### config.mk
export PLATFORM = sky130hd
export DESIGN_NAME = spi_master_tx_flat
export DESIGN_NICKNAME = d
export VERILOG_FILES = /design/src/rtl/spi_master_tx_if.sv /design/src/rtl/spi_master_tx.sv /design/src/flat_wrapper.sv
export SDC_FILE = /design/constraint.sdc
export NUM_CORES = 1
export LEC_CHECK = 0
export ABC_AREA = 0
export BUFFER_PORTS_ARGS = -buffer_cell sky130_fd_sc_hd__buf_2
export CAP_MARGIN = 20
export CORE_AREA = 4 4 61 63
export CTS_CLUSTER_SIZE = 30
export DETAILED_ROUTE_END_ITERATION = 10
export DIE_AREA = 0 0 65 67
export GPL_TIMING_DRIVEN = 1
export PLACE_DENSITY = 0.55
export SYNTH_ARGS = -nofsm -noshare
export SYNTH_HDL_FRONTEND = slang
export SYNTH_SLANG_ARGS = --single-unit
### constraint.sdc
create_clock -name clk -period 3.73 [get_ports clk]
set_input_delay 0.746 -clock clk [delete_from_list [all_inputs] [get_ports clk]]
set_output_delay 0.746 -clock clk [all_outputs]
set_load 0.005 [all_outputs]
### src/rtl/spi_master_tx_if.sv
// Byte handshake plus SPI pin bundle for spi_master_tx.
// master: the transmitter's view; slave: the byte source / pin observer.
interface spi_master_tx_if;
    logic [7:0] tx_data;
    logic       tx_valid;
    logic       tx_ready;
    logic       sck;
    logic       cs;
    logic       mosi;
    logic       busy;
    logic       done;

    modport master (
        input  tx_data, tx_valid,
        output tx_ready, sck, cs, mosi, busy, done
    );

    modport slave (
        output tx_data, tx_valid,
        input  tx_ready, sck, cs, mosi, busy, done
    );
endinterface

### src/rtl/spi_master_tx.sv
// SPI mode-0 master transmitter, MSB first, sck = clk / (2*CLK_DIV).
// Define SPI_TX_BURST_EN to let back-to-back bytes share one cs-low frame.
module spi_master_tx #(
    parameter int CLK_DIV = 8,
    parameter int CS_GAP  = 16
) (
    input  logic           clk,
    input  logic           reset,
    spi_master_tx_if.master bus
);
    typedef enum logic [2:0] {S_IDLE, S_SETUP, S_HIGH, S_LOW, S_HOLD, S_GAP} state_t;

    localparam int CNT_MAX = (CLK_DIV > CS_GAP) ? CLK_DIV : CS_GAP;
    localparam int CNT_W   = $clog2(CNT_MAX);
    localparam logic [CNT_W-1:0] DIV_LAST = CNT_W'(CLK_DIV - 1);
    localparam logic [CNT_W-1:0] GAP_LAST = CNT_W'(CS_GAP - 1);

    state_t           state_q, state_d;
    logic [CNT_W-1:0] cnt_q, cnt_d;
    logic [2:0]       bit_q, bit_d;
    logic [7:0]       shift_q, shift_d;
    logic             sck_q, sck_d;
    logic             cs_q, cs_d;
    logic             mosi_q, mosi_d;

    logic half_end;
    logic last_bit_end;
    logic tx_ready_c;
    logic accept;

    always_comb begin
        state_d  = state_q;
        cnt_d    = cnt_q;
        bit_d    = bit_q;
        shift_d  = shift_q;
        mosi_d   = mosi_q;

        half_end     = (cnt_q == DIV_LAST);
        last_bit_end = (state_q == S_HIGH) && (bit_q == 3'd0) && half_end;
`ifdef SPI_TX_BURST_EN
        tx_ready_c = !reset && ((state_q == S_IDLE) || last_bit_end);
`else
        tx_ready_c = !reset && (state_q == S_IDLE);
`endif
        accept = bus.tx_valid && tx_ready_c;

        unique case (state_q)
            S_IDLE: begin
                if (accept) begin
                    state_d = S_SETUP;
                    cnt_d   = '0;
                    bit_d   = 3'd7;
                    shift_d = bus.tx_data;
                    mosi_d  = bus.tx_data[7];
                end
            end
            S_SETUP, S_LOW: begin
                if (half_end) begin
                    state_d = S_HIGH;
                    cnt_d   = '0;
                end else begin
                    cnt_d = cnt_q + CNT_W'(1);
                end
            end
            S_HIGH: begin
                // mosi only ever moves together with the falling sck edge
                if (half_end) begin
                    cnt_d = '0;
                    if (bit_q != 3'd0) begin
                        state_d = S_LOW;
                        bit_d   = bit_q - 3'd1;
                        shift_d = {shift_q[6:0], 1'b0};
                        mosi_d  = shift_q[6];
                    end
`ifdef SPI_TX_BURST_EN
                    else if (accept) begin
                        state_d = S_LOW;
                        bit_d   = 3'd7;
                        shift_d = bus.tx_data;
                        mosi_d  = bus.tx_data[7];
                    end
`endif
                    else begin
                        state_d = S_HOLD;
                    end
                end else begin
                    cnt_d = cnt_q + CNT_W'(1);
                end
            end
            S_HOLD: begin
                // sck stays low with cs still asserted so the slave closes its byte
                if (half_end) begin
                    state_d = S_GAP;
                    cnt_d   = '0;
                end else begin
                    cnt_d = cnt_q + CNT_W'(1);
                end
            end
            S_GAP: begin
                if (cnt_q == GAP_LAST) begin
                    state_d = S_IDLE;
                    cnt_d   = '0;
                end else begin
                    cnt_d = cnt_q + CNT_W'(1);
                end
            end
            default: begin
                state_d = S_IDLE;
                cnt_d   = '0;
            end
        endcase

        sck_d = (state_d == S_HIGH);
        cs_d  = (state_d == S_IDLE) || (state_d == S_GAP);
    end

    always_ff @(posedge clk) begin
        if (reset) begin
            state_q <= S_IDLE;
            cnt_q   <= '0;
            bit_q   <= 3'd0;
            shift_q <= 8'h00;
            sck_q   <= 1'b0;
            cs_q    <= 1'b1;
            mosi_q  <= 1'b0;
        end else begin
            state_q <= state_d;
            cnt_q   <= cnt_d;
            bit_q   <= bit_d;
            shift_q <= shift_d;
            sck_q   <= sck_d;
            cs_q    <= cs_d;
            mosi_q  <= mosi_d;
        end
    end

    assign bus.tx_ready = tx_ready_c;
    assign bus.sck      = sck_q;
    assign bus.cs       = cs_q;
    assign bus.mosi     = mosi_q;
    assign bus.busy     = (state_q != S_IDLE);
    assign bus.done     = last_bit_end;
endmodule
### src/flat_wrapper.sv
// flat-port wrapper written by rule: the top's interface ports become plain ports
module spi_master_tx_flat 
#(
    parameter int CLK_DIV = 8,
    parameter int CS_GAP  = 16
)
  (clk, reset, bus_tx_data, bus_tx_valid, bus_tx_ready, bus_sck, bus_cs, bus_mosi, bus_busy, bus_done);
  spi_master_tx_if bus_i ();
  input  logic clk;
  input  logic reset;
  input wire logic [$bits(bus_i.tx_data)-1:0] bus_tx_data;
  input wire logic [$bits(bus_i.tx_valid)-1:0] bus_tx_valid;
  output wire logic [$bits(bus_i.tx_ready)-1:0] bus_tx_ready;
  output wire logic [$bits(bus_i.sck)-1:0] bus_sck;
  output wire logic [$bits(bus_i.cs)-1:0] bus_cs;
  output wire logic [$bits(bus_i.mosi)-1:0] bus_mosi;
  output wire logic [$bits(bus_i.busy)-1:0] bus_busy;
  output wire logic [$bits(bus_i.done)-1:0] bus_done;
  assign bus_i.tx_data = bus_tx_data;
  assign bus_i.tx_valid = bus_tx_valid;
  assign bus_tx_ready = bus_i.tx_ready;
  assign bus_sck = bus_i.sck;
  assign bus_cs = bus_i.cs;
  assign bus_mosi = bus_i.mosi;
  assign bus_busy = bus_i.busy;
  assign bus_done = bus_i.done;
  spi_master_tx #(.CLK_DIV(CLK_DIV), .CS_GAP(CS_GAP)) u_core (.clk(clk), .reset(reset), .bus(bus_i));
endmodule
-- Word-level counts from Yosys, hierarchy flattened
Cells that the tools add are included.
- $add $sub $neg: 2
- eq/ne operators: 12
- muxes and demuxes: 23
- reduce and logical (&&, ||, !) cells: 15
- operators by type and width (kind ; count):
    $mux W3 ; 9
    $mux W7 ; 3
    $pmux W3 S5 ; 1
    $pmux W7 S2 ; 1
    $mux W4 ; 3
    $pmux W4 S3 ; 1
    $eq A3 B2 Y1 const B ; 3
    $eq A3 B3 Y1 const B ; 3
    $logic_not A3 Y1 ; 3
    $pmux W3 S2 ; 1
    $reduce_bool A3 Y1 ; 2
    $add A4 B1 Y4 const B ; 1
    $eq A4 B3 Y1 const B ; 1
    $eq A4 B4 Y1 const B ; 1
    $logic_and A1 B1 Y1 ; 4
    $ne A2 B1 Y1 const B ; 2
    $reduce_and A4 Y1 ; 1
    $reduce_or A4 Y1 ; 1
    $eq A3 B1 Y1 const B ; 1
    $mux W1 ; 3
    $sub A3 B1 Y3 const B ; 1
    $ne A2 B2 Y1 const B ; 1
    $pmux W1 S2 ; 1
    $reduce_bool A2 Y1 ; 1
    3 further kinds ; 3
- register bits after elaboration: 20
- input port bits: 11
- output and inout port bits: 6
- logic and storage cells: 59

-- Depth between registers and ports, before layout
- depth after elaboration: 7
- depth in mapped cells: 10
- depth with buffers taken out: 7

-- Least setup slack after synthesis
No wires, ideal clock.
- path type: input to output
- start: input reset
- end: output bus_tx_ready
- arrival: 1.449 ns
- data required time: 2.984 ns
- path slack: 1.535 ns
- stages: 3
- buffers on the path: 2
- cells stage by stage: clkbuf_1 clkbuf_1 nor2_1
- word-level cells in the longest chain between the ends: 2
- ends and longest elaborated chain (element ; line ; source):
    from (decl) ; flat_wrapper.sv:10 ; input logic reset;
    $logic_not A1 Y1 ; spi_master_tx.sv:43 ; tx_ready_c = !reset && (state_q == S_IDLE);
    $logic_and A1 B1 Y1 ; spi_master_tx.sv:43 ;
    to (decl) ; flat_wrapper.sv:13 ; output wire logic [$bits(bus_i.tx_ready)-1:0] bus_tx_ready;
Every way passes these cells.

-- Worst setup path in the final report
- start: register u_core.state_q[1]
- end: output bus_done
- word-level cells in the longest chain between the ends: 3
- ends and longest elaborated chain (element ; line ; source):
    from (decl) ; spi_master_tx.sv:18 ; state_t state_q, state_d;
    from (signal assigned) ; spi_master_tx.sv:127 ; state_q <= state_d;
    $eq A3 B2 Y1 ; spi_master_tx.sv:39 ; last_bit_end = (state_q == S_HIGH) && (bit_q == 3'd0) && half_end;
    $logic_and A1 B1 Y1 (2 in series) ; spi_master_tx.sv:39 ;
    to (decl) ; flat_wrapper.sv:18 ; output wire logic [$bits(bus_i.done)-1:0] bus_done;
Every way passes these cells.

==> flow_metrics.tcl <==
set metrics [dict create \
    antenna_found_initial 0 \
    cp_num_cells 4 \
    max_slew_margin_pct 60.7 \
    grt_max_degree 22 \
    fin_cells 170 \
    p_seq_share_pct 50.1 \
    tightestPinTransition_ns 0.581 \
    ys_warn_count 0 \
    fin_setup_tns_ns 0 \
    final_util_pct 36.9 \
    fin_total_pwr_uw 464 \
    finalHoldViolations 0 \
    critPathSlowestCell "dfxtp_1" \
    dp_hpwl_um 1480 \
    synth.area.top_cells "dfxtp_1 37%, mux2i_1 6.5%, a211oi_1 5.6%" \
    clockPowerShare_pct 37.9 \
    path_cells "nor3b_1, buf_4, and3_1, buf_2" \
    ctsResizeCount 0 \
    setup_viol 0 \
    grt_usage_pct 10.0 \
    start_util_pct 33.3 \
    drt-pass1-iter-count 6 \
    syn_area_um2 1070 \
    fillCellCount 341 \
    arrival_ns 1.57 \
    final_nets 139 \
    status "complete, no violations" \
    dr_total_vias 845 \
    switchingPower_uw 105 \
    ctsHoldBuffers 0 \
    setup.worst_path.start_class "flip-flop" \
    num_io_pins 17 \
    die_x_um 65 \
    synth_top_area_cell "dfxtp_1" \
    final_common_cell "dfxtp_1" \
    netlist-cell-type-count 43 \
    synthToLayoutAreaGrowth_pct 10.8 \
    intPower_uw 359 \
    drive_above_1_share_pct 25.8 \
    cp.required_ns 2.98 \
    gp_congestion 0.763 \
    numCtsBuffers 3 \
    vias_per_cell 4.97 \
    core_area_um2 3230 \
    syn_inst 113 \
    synth_top_area_share_pct 37.3 \
    worst_clock_skew_ns 0.00887 \
    clk_pin_slew_worst_paths_ns 0.12 \
    critPathKind "reg -> out" \
    cap_violations 0 \
    p_sw_share_pct 22.6 \
    num_rows 21 \
    drc 0 \
    p_leak_nw 0.467 \
    cp-end-kind "output pin" \
    grt_pass1_wl_um 3470 \
    wl_per_cell_um 11.6 \
    grt_pass1_vias 787 \
    cts_max_level 1 \
    drt_iter0_drc 45 \
    fmax_ghz 0.432 \
    max-vdd-ir-drop_mv 0.197 \
    dpl_cell_area_um2 1140 \
    synth_fp_nets 127 \
    hp-class "reg -> reg" \
    antenna_left 0 \
    multi_input_area_um2 582 \
    numPortBuffers 16 \
    cp_slowest_stage_delay_ns 0.51 \
    powerDensity_nw_per_um2 390 \
    rsz0062_at_grt "no" \
    synth_seq_cells 20 \
    cts_tree "built" \
    design.die.area_um2 4360 \
    slew_violations 0 \
    cp_top_family "flip-flops" \
    path_buf_inv 2 \
    comb_power_share_pct 11.9 \
    post_cts_buffers 0 \
    async_flop_share_pct 0 \
    post-route-min-period_ns 2.32 \
    whs_path_depth 1 \
    final_area_um2 1190 \
    clock_latency_ns 0.30 \
    clkSinkCount 20 \
    rr_worst_depth 5 \
    n_antenna_cell 0 \
    cts_root_buf "clkbuf_4" \
    layout_common_cells "20 x dfxtp_1, 16 x buf_2, 14 x nor2_1" \
    synth_edf_count 0 \
    dpl.cell_count 166 \
    die_h_um 67 \
    totalWireLength_um 1980 \
    finalCritPeriodShare_pct 62.1 \
    gr-total-overflow 0 \
    seq_area_um2 400 \
    yosysSeqAreaShare_pct 37.3 \
    cts_max_path_buffers 2 \
    crit_fanout 9 \
    synth-main-ff-cell "dfxtp_1" \
    syn_avg_cell_area_um2 9.51 \
]
## logic make-up (layout without fill, tap and decap cells)
group / after synthesis / count (layout) / share of synthesized area, %
XOR/XNOR: 1 / 1 / 0.815
buffers and inverters: 13 / 24 / 8.61
multiplexers: 7 / 7 / 6.52
flip-flops: 20 / 20 / 37.3
AND/OR/NAND/NOR: 40 / 40 / 21.5
adder cells (fa/ha/maj): 3 / 3 / 3.49
AO/OA/AOI/OAI: 29 / 29 / 21.8
## worst paths after layout
| kind | from | slack, ns | to |
|---|---|---|---|
| worst min-delay path | u_core.bit_q[0]$_SDFFE_PP0P_ | 0.48 | u_core.bit_q[0]$_SDFFE_PP0P_ |
| worst min register to register | u_core.bit_q[0]$_SDFFE_PP0P_ | 0.48 | u_core.bit_q[0]$_SDFFE_PP0P_ |
| worst max-delay path | u_core.state_q[1]$_SDFF_PP0_ | 1.41 | bus_done |
| worst max register to register | u_core.state_q[2]$_SDFF_PP0_ | 1.60 | u_core.shift_q[3]$_SDFFE_PP0P_ |
## power by group through the flow
stage          clock network, mW  logic, mW  registers (mW)
6_report                   0.176     0.0554           0.233
5_1_grt                    0.191     0.0628           0.234
4_1_cts                    0.182     0.0564           0.233
3_5_place_dp                   0     0.0562           0.237
3_3_place_gp                   0     0.0551           0.237
2_1_floorplan                  0     0.0489           0.235
## state kept, by name, indices dropped and copies added, names as in the netlist
| signal | cells |
|---|---|
| u_core.bus.cs | 1 |
| u_core.cnt_q | 4 |
| u_core.bit_q | 3 |
| u_core.bus.mosi | 1 |
| u_core.bus.sck | 1 |
| u_core.shift_q | 7 |
| u_core.state_q | 3 |
## stage by stage
step | worst slack [ns] | hold WS (ns)
CTS | 1.40 | 0.487
finish | 1.41 | 0.479
global placement | 1.54 | 0.462
detailed placement | 1.47 | 0.466
global route | 1.29 | 0.513
floorplan | 1.54 | 0.437
## metal layers
layer	up-vias	wire length [um]	share of wire (%)	global-route usage, %
li1	436	-	-	-
met1	383	973	49	12.9
met2	26	876	44	16.0
met3	0	125	6.3	4.38
met4	0	0	0	1.06
met5	-	0	0	0
## cells in the mapped netlist (4+ instances only)
cell type / count
dfxtp_1: 20
nor2_1: 14
a211oi_1: 8
mux2i_1: 7
clkbuf_1: 4
nand2_1: 4
## area by class of cell
| class | count | area share, % |
|---|---|---|
| Inverter | 3 | 0.945 |
| Sequential cell | 20 | 33.6 |
| Tap cell | 46 | 4.83 |
| Clock buffer | 3 | 1.89 |
| Clock inverter | 1 | 2.52 |
| Timing Repair Buffer | 17 | 7.35 |
| Multi-Input combinational cell | 80 | 48.8 |
Power figures use the tool's default switching activity.
